`config.mk`:
```
export PLATFORM = sky130hd
export DESIGN_NAME = rtc_bus_arbiter
export DESIGN_NICKNAME = d
export VERILOG_FILES = /design/src/rtl/rtc_bus_pkg.sv /design/src/rtl/rtc_txn_watchdog.sv /design/src/rtl/rtc_bus_arbiter.sv
export SDC_FILE = /design/constraint.sdc
export NUM_CORES = 1
export LEC_CHECK = 0
export ABC_AREA = 0
export BUFFER_PORTS_ARGS = -buffer_cell sky130_fd_sc_hd__buf_2
export CAP_MARGIN = 20
export CORE_UTILIZATION = 48
export DETAILED_ROUTE_END_ITERATION = 10
export GPL_TIMING_DRIVEN = 0
export PLACE_DENSITY = 0.79
export SLEW_MARGIN = 20
export SYNTH_ARGS = -nofsm -noshare
export SYNTH_HDL_FRONTEND = slang
export SYNTH_SLANG_ARGS = --single-unit
```
`constraint.sdc`:
```
create_clock -name clk -period 2.1 [get_ports clk]
set_input_delay 0.105 -clock clk [delete_from_list [all_inputs] [get_ports clk]]
set_output_delay 0.105 -clock clk [all_outputs]
set_load 0.005 [all_outputs]
```
`src/rtl/rtc_bus_pkg.sv`:
```
// ============================================================================
// rtc_bus_pkg : shared types and constants for the RTC bus arbiter
// Rev 1.0
// ============================================================================
`default_nettype none

package rtc_bus_pkg;

  localparam int RTC_DW                 = 8;
  localparam int TIMEOUT_CYCLES_DEFAULT = 255;
  localparam int MAX_WR_STREAK_DEFAULT  = 4;

  localparam logic [RTC_DW-1:0] RDATA_ON_TIMEOUT = 8'hFF;
  localparam logic [RTC_DW-1:0] RD_WDATA_FILL    = 8'h00;

  typedef enum logic [1:0] {
    IDLE     = 2'd0,
    ISSUE    = 2'd1,
    WAIT     = 2'd2,
    COMPLETE = 2'd3
  } arb_state_e;

  typedef enum logic [1:0] {
    ID_INIT = 2'd0,
    ID_WR   = 2'd1,
    ID_RD   = 2'd2
  } req_id_e;

  // Write-streak bookkeeping at a grant: a read grant or an idle read
  // requester resets the streak; a write grant with a read waiting grows it.
  function automatic logic [2:0] streak_next(
    input logic [2:0] cur,
    input logic       wr_grant,
    input logic       rd_grant,
    input logic       rd_pending
  );
    if (rd_grant || !rd_pending) begin
      return 3'd0;
    end
    if (wr_grant && (cur != 3'd7)) begin
      return cur + 3'd1;
    end
    return cur;
  endfunction

endpackage

`default_nettype wire

```
`src/rtl/rtc_txn_watchdog.sv`:
```
// ============================================================================
// rtc_txn_watchdog : WAIT-state cycle counter with clear and expired flag
// Rev 1.0
// ============================================================================
`default_nettype none

module rtc_txn_watchdog
  import rtc_bus_pkg::*;
#(
  parameter int TIMEOUT_CYCLES = TIMEOUT_CYCLES_DEFAULT
) (
  input  logic clk,
  input  logic reset,
  input  logic clear,
  input  logic enable,
  output logic expired
);

  // Expiry fires in the TIMEOUT_CYCLES-th enabled cycle, so the owner sees
  // exactly TIMEOUT_CYCLES WAIT cycles before the abort.
  localparam logic [7:0] LAST_COUNT = 8'(TIMEOUT_CYCLES - 1);

  logic [7:0] count_q;
  logic [7:0] count_d;

  always_comb begin
    count_d = count_q;
    if (clear) begin
      count_d = 8'd0;
    end else if (enable && (count_q != 8'hFF)) begin
      count_d = count_q + 8'd1;
    end
  end

  always_ff @(posedge clk or posedge reset) begin
    if (reset) begin
      count_q <= 8'd0;
    end else begin
      count_q <= count_d;
    end
  end

  assign expired = enable && (count_q == LAST_COUNT);

endmodule

`default_nettype wire

```
`src/rtl/rtc_bus_arbiter.sv`:
```
// ============================================================================
// rtc_bus_arbiter : per-transaction arbiter sharing the RTC transaction engine
// Rev 1.0
// ============================================================================
`default_nettype none

module rtc_bus_arbiter
  import rtc_bus_pkg::*;
#(
  parameter int TIMEOUT_CYCLES = TIMEOUT_CYCLES_DEFAULT,
  parameter int MAX_WR_STREAK  = MAX_WR_STREAK_DEFAULT
) (
  input  logic       clk,
  input  logic       reset,
  input  logic       req_init,
  input  logic [7:0] init_addr,
  input  logic [7:0] init_wdata,
  input  logic       req_wr,
  input  logic [7:0] wr_addr,
  input  logic [7:0] wr_wdata,
  input  logic       req_rd,
  input  logic [7:0] rd_addr,
  output logic       gnt_init,
  output logic       gnt_wr,
  output logic       gnt_rd,
  output logic       ack_init,
  output logic       ack_wr,
  output logic       ack_rd,
  output logic [7:0] rdata,
  output logic       txn_start,
  output logic [7:0] txn_addr,
  output logic [7:0] txn_wdata,
  output logic       txn_write,
  input  logic       txn_done,
  input  logic [7:0] txn_rdata,
  output logic       busy,
  output logic       timeout_err,
  input  logic       err_clr
);

  localparam logic [2:0] STREAK_LIMIT = 3'(MAX_WR_STREAK);

  arb_state_e  state_q,  state_d;
  req_id_e     owner_q,  owner_d;
  logic [2:0]  gnt_q,    gnt_d;      // {init, wr, rd}
  logic [7:0]  addr_q,   addr_d;
  logic [7:0]  wdata_q,  wdata_d;
  logic        write_q,  write_d;
  logic [7:0]  rdata_q,  rdata_d;
  logic [2:0]  streak_q, streak_d;
  logic        terr_q,   terr_d;

  logic wd_expired;
  logic rd_first;
  logic grant_init;
  logic grant_wr;
  logic grant_rd;

  rtc_txn_watchdog #(
    .TIMEOUT_CYCLES (TIMEOUT_CYCLES)
  ) u_watchdog (
    .clk     (clk),
    .reset   (reset),
    .clear   (state_q != WAIT),
    .enable  (state_q == WAIT),
    .expired (wd_expired)
  );

  // A read that has watched MAX_WR_STREAK writes go by jumps ahead of the
  // write requester; init still outranks everyone.
  assign rd_first   = (streak_q == STREAK_LIMIT) && req_rd && !req_init;
  assign grant_init = req_init;
  assign grant_wr   = !req_init && req_wr && !rd_first;
  assign grant_rd   = !req_init && req_rd && (!req_wr || rd_first);

  always_comb begin
    state_d  = state_q;
    owner_d  = owner_q;
    gnt_d    = gnt_q;
    addr_d   = addr_q;
    wdata_d  = wdata_q;
    write_d  = write_q;
    rdata_d  = rdata_q;
    streak_d = streak_q;
    terr_d   = err_clr ? 1'b0 : terr_q;

    case (state_q)
      IDLE: begin
        if (grant_init || grant_wr || grant_rd) begin
          state_d  = ISSUE;
          gnt_d    = {grant_init, grant_wr, grant_rd};
          streak_d = streak_next(streak_q, grant_wr, grant_rd, req_rd);
          if (grant_init) begin
            owner_d = ID_INIT;
            addr_d  = init_addr;
            wdata_d = init_wdata;
            write_d = 1'b1;
          end else if (grant_wr) begin
            owner_d = ID_WR;
            addr_d  = wr_addr;
            wdata_d = wr_wdata;
            write_d = 1'b1;
          end else begin
            owner_d = ID_RD;
            addr_d  = rd_addr;
            wdata_d = RD_WDATA_FILL;
            write_d = 1'b0;
          end
        end
      end

      ISSUE: begin
        if (txn_done) begin
          state_d = COMPLETE;
          if (!write_q) begin
            rdata_d = txn_rdata;
          end
        end else begin
          state_d = WAIT;
        end
      end

      WAIT: begin
        // A completion landing in the expiring cycle still counts as success.
        if (txn_done) begin
          state_d = COMPLETE;
          if (!write_q) begin
            rdata_d = txn_rdata;
          end
        end else if (wd_expired) begin
          state_d = COMPLETE;
          terr_d  = 1'b1;
          rdata_d = RDATA_ON_TIMEOUT;
        end
      end

      COMPLETE: begin
        state_d = IDLE;
        gnt_d   = 3'b000;
      end

      default: begin
        state_d = IDLE;
        gnt_d   = 3'b000;
      end
    endcase
  end

  always_ff @(posedge clk or posedge reset) begin
    if (reset) begin
      state_q  <= IDLE;
      owner_q  <= ID_INIT;
      gnt_q    <= 3'b000;
      addr_q   <= 8'h00;
      wdata_q  <= 8'h00;
      write_q  <= 1'b0;
      rdata_q  <= 8'h00;
      streak_q <= 3'd0;
      terr_q   <= 1'b0;
    end else begin
      state_q  <= state_d;
      owner_q  <= owner_d;
      gnt_q    <= gnt_d;
      addr_q   <= addr_d;
      wdata_q  <= wdata_d;
      write_q  <= write_d;
      rdata_q  <= rdata_d;
      streak_q <= streak_d;
      terr_q   <= terr_d;
    end
  end

  assign gnt_init    = gnt_q[2];
  assign gnt_wr      = gnt_q[1];
  assign gnt_rd      = gnt_q[0];
  assign ack_init    = (state_q == COMPLETE) && (owner_q == ID_INIT);
  assign ack_wr      = (state_q == COMPLETE) && (owner_q == ID_WR);
  assign ack_rd      = (state_q == COMPLETE) && (owner_q == ID_RD);
  assign rdata       = rdata_q;
  assign txn_start   = (state_q == ISSUE);
  assign txn_addr    = addr_q;
  assign txn_wdata   = wdata_q;
  assign txn_write   = write_q;
  assign busy        = (state_q != IDLE);
  assign timeout_err = terr_q;

endmodule

`default_nettype wire

```
Word level (Yosys, flattened, before mapping)
Cells that the tools add are included.
Widths: inputs -> output; s select.
Operators by class
  add/sub/neg operators: 2
  bitwise logic cells: 0
  multiplexer cells: 37
  reductions and logical operators: 32
  div/mod/pow operators: 0
  equality and inequality tests: 13
  shifts and indexed selects: 0
  multipliers: 0
  $lt $le $gt $ge: 0
Operators with widths (number)
  $mux 8: 10
  $pmux 8 s2: 1
  $mux 3: 5
  $mux 1: 14
  $logic_and 1x1->1: 12
  $mux 2: 5
  $reduce_bool 2->1: 5
  $add 8x1->8 const B: 1
  $eq 8x8->1 const B: 1
  $ne 8x8->1 const B: 1
  $pmux 2 s4: 1
  $eq 2x2->1 const B: 3
  $ne 3x3->1 const B: 2
  $pmux 3 s2: 1
  $reduce_and 2->1: 3
  $reduce_and 3->1: 2
  $eq 2x1->1 const B: 2
  $logic_not 1->1: 4
  $logic_not 2->1: 2
  $logic_or 1x1->1: 4
  $ne 2x2->1 const B: 2
  $add 3x1->3 const B: 1
  $eq 3x3->1 const B: 1
  $ne 2x1->1 const B: 1
Storage, ports and cells
  word-level logic and storage cells: 94
  ROM bits: 0
  output and inout bits: 34
  input bits: 55
  latch bits: 0
  flip-flop bits (word level): 44
  memories: 0
  RAM bits: 0

Depth between registers and ports, before layout
Gate-level depths: netlist of the first run.
  depth after elaboration: 14
  mapped depth: 7
  gate-level depth less buffers: 6

By module
Synthesis of the first run repeated with hierarchy kept, for this count alone.
Second synthesis, totals
  cells, all modules: 235
  area, all modules: 2446.1 um^2
By module, submodules not included
  rtc_bus_arbiter: sequential area each 900.9 um^2, area an instance 2003.2 um^2, cells an instance 185, times used 1
  rtc_txn_watchdog: sequential area each 200.2 um^2, area an instance 442.9 um^2, cells an instance 50, times used 1

Worst setup path before layout of the first run
Ideal clock, no wire load.
  path kind: register -> register
  start: register u_watchdog.count_q[0]
  end: register rdata_q[0] (netlist: rdata[0])
  setup time: 0.124 ns
  slack: 0.513 ns
  cell stages (with the launch flop): 8
  path buffers: 1
  arrival: 1.463 ns
  cell sequence: dfrtp_1 -> inv_1 -> ha_1 -> and3_2 -> a31oi_4 -> nand2b_4 -> buf_6 -> a211o_1
On the way
  word-level cells in the longest chain between the ends: 4
Ends and longest elaborated chain
  start, declared: RTL line rtc_txn_watchdog.sv:23  | logic [7:0] count_q;
  start signal, assigned: RTL line rtc_txn_watchdog.sv:39  | count_q <= count_d;
  $eq 8x8->1: RTL line rtc_txn_watchdog.sv:43  | assign expired = enable && (count_q == LAST_COUNT);
  $logic_and 1x1->1: RTL line rtc_txn_watchdog.sv:43
  $ne 3x3->1 (no line)
  $reduce_and 3->1 (no line)
  end signal, assigned: RTL line rtc_bus_arbiter.sv:167  | rdata_q <= rdata_d;
  end, declared: RTL line rtc_bus_arbiter.sv:49  | logic [7:0] rdata_q, rdata_d;
Every way passes these cells.
A chain may end at the register's enable or synchronous reset.

Worst setup path in the final report of the first run
  start: register state_q[0]
  end: register state_q[1]
On the way
  word-level cells in the longest chain between the ends: 4
  elaborated cells between the ends (all ways): 9
  classes of those cells: eq/ne (5); mux (1); reduce/logical (3)
Ends and longest elaborated chain
  start, declared: RTL line rtc_bus_arbiter.sv:43  | arb_state_e state_q, state_d;
  start signal, assigned: RTL line rtc_bus_arbiter.sv:161  | state_q <= state_d;
  $eq 2x2->1: RTL line rtc_bus_arbiter.sv:65, rtc_bus_arbiter.sv:87
  $logic_and 1x1->1: RTL line rtc_txn_watchdog.sv:43
  $ne 3x3->1 (no line)
  $reduce_and 2->1 (no line)
Several ways; a longest one is shown, not always the timed one.

==> results of run 1 <==
## stage by stage
step / hold slack [ps] / worst slack, ps / utilization [%] / instances
after floorplan: 201 / 513 / - / 221
after global placement: 284 / 179 / 62.4 / 360
after detailed placement: 92.4 / 113 / 62.9 / 361
after CTS: 33.2 / 104 / 64.9 / 368
after global routing: 44.6 / 122 / 65.1 / 368
final: 38.2 / 280 / 65.1 / 368
## report_power, final
| group | leakage [nW] | switching, mW | internal [mW] |
|---|---|---|---|
| clock network | 0.0359 | 0.258 | 0.215 |
| logic | 0.948 | 0.686 | 0.660 |
| registers | 0.569 | 0.193 | 1.15 |
| total | 1.55 | 1.14 | 2.03 |
## layout by cell type, fill, tap and decap left out, drive strengths merged, types with 2 or more instances in the layout
master and count:
o21ai 10, a31oi 4, o31ai 3, inv 12, dlygate4sd3 2, xnor2 2
nand2 23, and3 11, and3b 2, nand3 6, mux2i 2, buf 93
a21o 3, a211o 9, dfrtp 44, nor2 16, a211oi 3, nor3b 3
a221o 10, ha 10, a22oi 7, a22o 2, clkbuf 11, a21oi 8
nor3 4
## repair_timing
| action | 4_1_cts | 5_1_grt |
|---|---|---|
| buffers inserted | 0 | 0 |
| hold endpoints to repair | 16 | 0 |
| hold buffers | 2 | 0 |
| resized for setup | 0 | 2 |
| endpoints found under the setup margin | 0 | 5 |
## sequential cells by signal, summed over array words and instances, names as in the netlist, 2 cells and up
signal              flops
txn_wdata               8
txn_addr                8
state_q                 2
rdata                   8
gnt_q                   3
u_watchdog.count_q      8
streak_q                3
owner_q                 2
## logic make-up after synthesis
kind of cell,count (synthesis),share of synthesized area (%)
and+or+nand+nor,72,16.2
AOI/OAI and AO/OA,67,23.0
DFF,44,48.4
buffers and inverters,23,4.73
adders and majority gates,10,5.50
muxes,3,1.38
xor gates and xnor gates,2,0.771
## area by class of cell
| class | count | area (um^2) |
|---|---|---|
| Tap cell | 52 | 65.1 |
| Multi-Input combinational cell | 154 | 1070 |
| Buffer | 11 | 62.6 |
| Fill cell | 381 | 1550 |
| Inverter | 12 | 45.0 |
| Sequential cell | 44 | 1100 |
| Clock buffer | 5 | 68.8 |
| Timing Repair Buffer | 90 | 475 |
## worst max-delay path, cell delays in order (launching register included)
cell	delay (ps)
dfrtp_1	410
inv_1	150
ha_1	160
buf_2	200
clkbuf_1	360
nand2_1	180
a31o_2	270
## final timing paths
path,start,endpoint,slack (ps),cells after the start
max reg2reg,state_q[0]$_DFFE_PP0P_,state_q[1]$_DFFE_PP0P_,280,6
min,rd_addr[7],txn_addr[7]$_DFFE_PP0P_,40,3
max,state_q[0]$_DFFE_PP0P_,state_q[1]$_DFFE_PP0P_,280,6
max in group asynchronous,reset,rdata[6]$_DFFE_PP0P_,1290,4
min in group asynchronous,reset,txn_wdata[5]$_DFFE_PP0P_,340,3
min reg2reg,rdata[2]$_DFFE_PP0P_,rdata[2]$_DFFE_PP0P_,480,1
## per-layer routing
metal | up-vias | part of all wire [%] | track usage [%]
met5 | - | 0 | 0
met4 | 0 | 1.7 | 7.33
met3 | 11 | 5.6 | 4.27
met2 | 75 | 47 | 35.6
met1 | 994 | 46 | 28.6
li1 | 1002 | - | -
==> impl_metrics.tcl, run 1 <==
set metrics [dict create \
    drt-pass1-iter-count 8 \
    maxCapViolCount 0 \
    dpl_cell_area_um2 2790 \
    ys_top_cells_by_area "dfrtp_1 48%, ha_1 5.5%, a221o_1 4.4%" \
    outcome "completed" \
    dieArea_um2 5020 \
    wl_per_cell_um 14.2 \
    grt_overflow 0 \
    peakVddDrop_mv 0.580 \
    cts.sinks 44 \
    finalCriticalPeriod_ps 1820 \
    ys.flop_type "dfrtp_1" \
    antenna_found_initial 0 \
    yosysMostFrequentCell "dfrtp_1" \
    grt_max_degree 30 \
    first_global_vias 1916 \
    ios 89 \
    p_per_area_nw_per_um2 1090 \
    vias 2082 \
    ys_seq_area_share_pct 48.4 \
    setup_viol 0 \
    worstSetupPathType "reg -> reg" \
    n_antenna_cell 0 \
    critPathLaunchType "flop" \
    routed_wl_mm 5.24 \
    fin_setup_tns_ps 0 \
    clkTransAtPathRegs_ps 80 \
    ant_nets 0 \
    die_x_um 70.8 \
    rsz0062_at_grt "no" \
    viasPerCell 5.66 \
    fmax_mhz 550 \
    core.rowCount 24 \
    drive_gt1_share_pct 34.5 \
    yosys_warnings 0 \
    worstMarginPinSlew_ps 574 \
    place_hpwl_mm 3.87 \
    end_kind "flop" \
    crit_fanout 10 \
    cts_buffers 5 \
    root_buffer "clkbuf_8" \
    port-buffer-count 87 \
    htreeDepth 2 \
    period_share_pct 86.7 \
    grt_pass1_wl_mm 8.59 \
    syn-mean-instance-area_um2 10.3 \
    dieHeight_um 70.8 \
    relSlewSlack_pct 61.5 \
    synth-edff-count 0 \
    clk-insertion-delay-late_ps 290 \
    grt_usage_pct 21.6 \
    required_ps 2280 \
    p_total_mw 3.16 \
    synthArstFlopShare_pct 100 \
    drt_iter0_drc 105 \
    yosysTopAreaCell "dfrtp_1" \
    synth.distinct_cells 47 \
    fin_skew_ps 8.83 \
    cts_tree "yes" \
    drc_errors 0 \
    synth_top_area_share_pct 48.4 \
    synth_common_cells "44 x dfrtp_1, 23 x nand2_1, 16 x nor2_1" \
    netlist_area_um2 2270 \
    coreArea_um2 4440 \
    fin_area_um2 2890 \
    ys_ff_latch 44 \
    gp_congestion 0.853 \
    hold_viol 0 \
    start_util_pct 51.2 \
    leakagePower_nw 1.55 \
    synth_nets 286 \
    final_nets 383 \
    syn_inst 221 \
    syn2layout_area_growth_pct 27.2 \
    cts_buffer_depth 2 \
    slew_viol_final 0 \
    hold_path_class "in -> reg" \
    cp.arrival_ps 2000 \
]
(Power assumes the default switching activity.)
==> inputs of run 2 (changes only) <==
--- a/config.mk
+++ b/config.mk
@@ -8,11 +8,12 @@
 export ABC_AREA = 0
 export BUFFER_PORTS_ARGS = -buffer_cell sky130_fd_sc_hd__buf_2
 export CAP_MARGIN = 20
-export CORE_UTILIZATION = 48
+export CORE_UTILIZATION = 50
 export DETAILED_ROUTE_END_ITERATION = 10
 export GPL_TIMING_DRIVEN = 0
-export PLACE_DENSITY = 0.79
+export PLACE_DENSITY_LB_ADDON = 0.2
 export SLEW_MARGIN = 20
 export SYNTH_ARGS = -nofsm -noshare
 export SYNTH_HDL_FRONTEND = slang
+export SYNTH_HIERARCHICAL = 1
 export SYNTH_SLANG_ARGS = --single-unit
==> run 2 against run 1 <==
Largest cell class is now multi-input combinational cells. Maximum frequency fell by 5.9%. Combinational power rose by 10%. Utilization rose by 0.21 points. Critical path type unchanged. Via count rose by 3.1%. Register-to-register slack got worse by 110 ps. Cell area rose by 6.6%. Critical endpoint is now rdata[0]$_DFFE_PP0P_. Clock power rose by 36%. Clock skew fell by 5.2 ps. Highest routed layer unchanged.
==> impl_metrics.tcl, run 2 <==
set metrics [dict create \
    start_util_pct 51.8 \
    post_cts_buffers 0 \
    synth-edff-count 0 \
    first_global_vias 2012 \
    fin_setup_tns_ps 0 \
    outcome "completed" \
    ys_seq_area_share_pct 45.0 \
    clk-insertion-delay-late_ps 300 \
    yosys_warnings 6 \
    finalNonFillerCells 397 \
    crit_fanout 11 \
    hold_viol 0 \
    maxCapViolCount 0 \
    max_stage_delay_ps 420 \
    critPathBufInv 2 \
    gp_congestion 0.824 \
    critPathLaunchType "flop" \
    final.setup.worst_slack_ps 166 \
    mostFrequentLayoutCell "buf_2" \
    cts_buffers 5 \
    relSlewSlack_pct 49.9 \
    wl_per_cell_um 14.3 \
    netlist_area_um2 2450 \
    drt_iter0_drc 151 \
    ys.flop_type "dfrtp_1" \
    rsz0062_at_grt "yes" \
    final_cell_mix "91 x buf_2, 44 x dfrtp_1, 20 x inv_1" \
    synth_top_area_share_pct 45.0 \
    worstMarginPinSlew_ps 750 \
    path_cells "inv_1 -> ha_2 -> and3_1 -> nor2b_1 -> clkbuf_2 -> o21a_2 -> o211ai_1" \
    antenna_found_initial 0 \
    cp.arrival_ps 2080 \
    yosysMostFrequentCell "dfrtp_1" \
    critPathTopFamily "flip-flops" \
    fmax_mhz 517 \
    place_inst 388 \
    coreArea_um2 4720 \
    p_per_area_nw_per_um2 1130 \
    routed_wl_mm 5.67 \
    ys_ff_latch 44 \
    place_hpwl_mm 4.15 \
    root_buffer "clkbuf_8" \
    syn2layout_area_growth_pct 26.0 \
    worstSetupPathType "reg -> reg" \
    synth_common_cells "44 x dfrtp_1, 21 x inv_1, 16 x o211ai_1" \
    peakVddDrop_mv 0.435 \
    vias 2147 \
    drt-pass1-iter-count 4 \
    setup_viol 0 \
    final_nets 394 \
    port-buffer-count 86 \
    ys_top_cells_by_area "dfrtp_1 45%, a221o_1 5.7%, ha_1 5.1%" \
    dieArea_um2 5180 \
    hold_path_class "in -> reg" \
    cts_tree "yes" \
    cts.sinks 44 \
    cts_buffer_depth 2 \
    fin_skew_ps 3.62 \
    die_x_um 71.9 \
    htreeDepth 2 \
    core.rowCount 25 \
    slew_viol_final 0 \
    drive_gt1_share_pct 35.5 \
    pre_cts_slack_ps -116 \
    grt_pass1_wl_mm 9.29 \
    n_antenna_cell 0 \
    slowest_stage "dfrtp_1" \
    synth.distinct_cells 50 \
    syn-mean-instance-area_um2 10.4 \
    clkTransAtPathRegs_ps 80 \
    syn_inst 235 \
    period_share_pct 92.1 \
    grt_max_degree 37 \
    finalCriticalPeriod_ps 1930 \
    grt_overflow 0 \
    viasPerCell 5.41 \
    ios 89 \
    grt_usage_pct 23.1 \
    leakagePower_nw 1.56 \
    required_ps 2250 \
    dieHeight_um 71.9 \
    end_kind "flop" \
    synthArstFlopShare_pct 100 \
    synth_nets 300 \
    yosysTopAreaCell "dfrtp_1" \
    drc_errors 0 \
    ant_nets 0 \
]
## run 2: changes by cell type after synthesis, sizes merged, moves of 5 or more
cell    change
a21oi       -5
inv         +9
a22oi       -7
nand2      -16
buf         +5
a211oi      +5
a211o       -9
mux2i       +7
o211ai     +15
## run 2: power breakdown
| group | internal, mW | switching [mW] | leakage [nW] |
|---|---|---|---|
| Combinational | 0.752 | 0.741 | 0.942 |
| Sequential | 1.17 | 0.188 | 0.562 |
| Clock | 0.353 | 0.290 | 0.0552 |
| Total | 2.27 | 1.22 | 1.56 |
## run 2: worst paths after layout
path	endpoint	startpoint	depth (start not counted)	slack, ps
min	timeout_err$_DFF_PP0_	err_clr	2	7
max in group asynchronous	txn_write$_DFFE_PP0P_	reset	3	1130
max	rdata[0]$_DFFE_PP0P_	state_q[0]$_DFFE_PP0P_	7	170
min reg2reg	txn_wdata[7]$_DFFE_PP0P_	txn_wdata[7]$_DFFE_PP0P_	1	510
max reg2reg	rdata[0]$_DFFE_PP0P_	state_q[0]$_DFFE_PP0P_	7	170
min in group asynchronous	u_watchdog/count_q[6]$_DFFE_PP0P_	reset	3	310
## run 2: area by class of cell
cell class                      count  area [um^2]
Fill cell                         405         1640
Multi-Input combinational cell    155         1180
Sequential cell                    44         1100
Timing Repair Buffer               87          440
Buffer                             15         87.6
Tap cell                           67         83.8
Inverter                           21         78.8
Clock buffer                        6         72.6
Clock inverter                      2         35.0
## run 2: layer usage
metal | wire length [um] | GRT usage, % | up-vias
li1 | - | - | 1062
met1 | 2630 | 30.6 | 1014
met2 | 2690 | 38.2 | 64
met3 | 281 | 5.56 | 7
met4 | 64 | 6.54 | 0
met5 | 0 | 0 | -
## run 2: logic make-up (layout without fill, tap and decap cells)
group                    after synthesis  count (layout)  share of synthesized area [%]
AO/OA/AOI/OAI                         69              69                           22.6
XOR/XNOR                               1               1                          0.358
adder cells (fa/ha/maj)               10              10                           5.12
buffers and inverters                 36             131                           6.75
flip-flops                            44              44                           45.0
multiplexers                          11              11                           4.60
AND/OR/NAND/NOR                       64              64                           15.6
## run 2: what timing repair did
action                                 4_1_cts  5_1_grt
gates resized for setup                      2        1
hold buffers                                 1        0
pin swaps                                    0        0
setup endpoints to repair                    8        8
endpoints found under the hold margin       44        0
## run 2: worst reg2reg max path: stages (launching register included)
cell and delay [ps]:
dfrtp_1 420, inv_1 140, ha_2 290, and3_1 230, nor2b_1 140, clkbuf_2 210
o21a_2 250, o211ai_1 120
## run 2: per-stage QoR
stage | area [um^2] | power [mW] | hold WS [ps] | utilization (%)
after floorplan | 2450 | 2.31 | -79.3 | -
after global placement | 2960 | 2.83 | 77.7 | 62.7
after detailed placement | 2960 | 2.86 | 91.3 | 62.7
after CTS | 3080 | 3.52 | 0.406 | 65.2
after global routing | 3080 | 3.78 | 23.1 | 65.3
final | 3080 | 3.49 | 6.84 | 65.3
==> inputs of run 3 (changes only) <==
--- a/config.mk
+++ b/config.mk
@@ -12,6 +12,7 @@
 export DETAILED_ROUTE_END_ITERATION = 10
 export GPL_TIMING_DRIVEN = 0
 export PLACE_DENSITY_LB_ADDON = 0.2
+export SETUP_SLACK_MARGIN = 0.5
 export SLEW_MARGIN = 20
 export SYNTH_ARGS = -nofsm -noshare
 export SYNTH_HDL_FRONTEND = slang
==> run 3 against run 2 <==
Non-clock buffer count up 26. Via count up 8.6%. Maximum frequency increased by 14%. Sequential cell count stayed put. Hold slack improved by 36 ps. Register-to-register slack improved by 240 ps. Sequential share of layout area shrank 3.6 points. Cell area increased by 11%. Largest cell class unchanged. Largest power group unchanged.
==> impl_metrics.tcl, run 3 (synthesized netlist as in run 2, its figures left out) <==
set metrics [dict create \
    worstMarginPinSlew_ps 477 \
    cts_tree "yes" \
    regToRegEndpoint "state_q[1]$_DFFE_PP0P_" \
    routed_wl_mm 6.52 \
    grt_max_degree 27 \
    start_util_pct 51.8 \
    final_cell_mix "90 x buf_2, 42 x dfrtp_1, 21 x buf_4" \
    finalCriticalPeriod_ps 1700 \
    slew_viol_final 0 \
    reg2regPathDepth 5 \
    cp.arrival_ps 1880 \
    critPathLaunchType "flop" \
    die_x_um 71.9 \
    relSlewSlack_pct 68.1 \
    setup_viol 0 \
    grt_usage_pct 25.0 \
    end_kind "flop" \
    dieHeight_um 71.9 \
    final_nets 420 \
    vias 2332 \
    fmax_mhz 590 \
    root_buffer "clkbuf_8" \
    grt_pass1_wl_mm 10.2 \
    clkTransAtPathRegs_ps 80 \
    drt-pass1-iter-count 4 \
    required_ps 2280 \
    core.rowCount 25 \
    rsz0062_at_grt "yes" \
    p_per_area_nw_per_um2 1120 \
    hold_path_class "in -> reg" \
    pre_cts_slack_ps 245 \
    r2r_slack_ps 400 \
    worstSetupPathType "reg -> reg" \
    port-buffer-count 86 \
    hold_start "wr_addr[3]" \
    mostFrequentLayoutCell "buf_2" \
    ant_nets 0 \
    n_antenna_cell 0 \
    hold_path_end "txn_addr[3]$_DFFE_PP0P_" \
    htreeDepth 2 \
    drt_iter0_drc 95 \
    crit_fanout 6 \
    coreArea_um2 4720 \
    final.setup.worst_slack_ps 404 \
    r2r-start "state_q[0]$_DFFE_PP0P_" \
    hold_viol 0 \
    fin_skew_ps 5.30 \
    fin_area_um2 3430 \
    peakVddDrop_mv 0.545 \
    wl_per_cell_um 15.4 \
    leakagePower_nw 1.71 \
    dieArea_um2 5180 \
    fin_setup_tns_ps 0 \
    outcome "completed" \
    cts_buffers 5 \
    place_hpwl_mm 4.30 \
    first_global_vias 2164 \
    drc_errors 0 \
    cts_buffer_depth 2 \
    clk-insertion-delay-late_ps 290 \
    maxCapViolCount 0 \
    hold_depth 2 \
    grt_overflow 0 \
    antenna_found_initial 0 \
    syn2layout_area_growth_pct 40.4 \
    gp_congestion 0.834 \
    dpl_cell_area_um2 3010 \
    drive_gt1_share_pct 45.9 \
    cts.sinks 44 \
    viasPerCell 5.53 \
    ios 89 \
    period_share_pct 80.8 \
]
[run 3: cell count changes in the layout (fill, tap and decap cells not counted), sizes merged]
| cell | previous run | this run |
|---|---|---|
| dlygate4sd3 | 1 | 2 |
| clkbuf | 11 | 10 |
| bufinv | 1 | 0 |
| buf | 96 | 122 |
[run 3: final cells by class]
type | instances | area [um^2]
Multi-Input combinational cell | 155 | 1300
Fill cell | 339 | 1290
Sequential cell | 44 | 1100
Timing Repair Buffer | 113 | 674
Buffer | 15 | 115
Tap cell | 67 | 83.8
Inverter | 21 | 78.8
Clock buffer | 6 | 72.6
Clock inverter | 1 | 5.00
[run 3: worst max-delay path by stage]
| stage | cells past startpoint | endpoint | slack [ps] | from |
|---|---|---|---|---|
| after floorplan | 7 | txn_addr[0]$_DFFE_PP0P_ | 470 | state_q[1]$_DFFE_PP0P_ |
| after global placement | 7 | rdata[6]$_DFFE_PP0P_ | 310 | u_watchdog/count_q[5]$_DFFE_PP0P_ |
| after detailed placement | 7 | rdata[5]$_DFFE_PP0P_ | 250 | u_watchdog/count_q[5]$_DFFE_PP0P_ |
| after CTS | 7 | rdata[6]$_DFFE_PP0P_ | 430 | state_q[0]$_DFFE_PP0P_ |
| after global routing | 7 | txn_wdata[4]$_DFFE_PP0P_ | 360 | state_q[0]$_DFFE_PP0P_ |
| final | 5 | state_q[1]$_DFFE_PP0P_ | 400 | state_q[0]$_DFFE_PP0P_ |
[run 3: stage by stage]
step                hold slack, ps  util (%)  total power [mW]  cells
finish                        43.2      72.7              3.85    422
detailed placement            67.1      63.7              2.93    389
global placement              77.2      63.3              2.89    388
CTS                           40.4      71.4              3.75    420
floorplan                    -79.3         -              2.36    235
global route                  41.4      72.7              4.13    422
[run 3: timing repair]
| item | in CTS | in global routing |
|---|---|---|
| hold buffers | 2 | 0 |
| pin swaps | 6 | 12 |
| setup endpoints to repair | 28 | 37 |
| setup buffers | 20 | 2 |
| endpoints found under the hold margin | 19 | 0 |
| gates cloned | 2 | 0 |
| resized for setup | 25 | 17 |
[run 3: worst max-delay path, cell delays in order, from the launching register on]
cell,delay (ps)
dfrtp_1,420
inv_2,140
ha_4,180
nor4b_2,420
nor2_2,110
mux2_4,310
[run 3: power by group]
| group | internal, mW | leakage (nW) | switching, mW |
|---|---|---|---|
| clock network | 0.227 | 0.0410 | 0.276 |
| registers | 1.17 | 0.560 | 0.197 |
| logic | 1.08 | 1.11 | 0.905 |
| total | 2.47 | 1.71 | 1.38 |
[run 3: per-layer routing]
layer | share of wire [%] | track usage (%)
met1 | 44 | 32.1
met2 | 50 | 43.3
met3 | 3.7 | 4.72
met4 | 1.7 | 7.41
met5 | 0 | 0
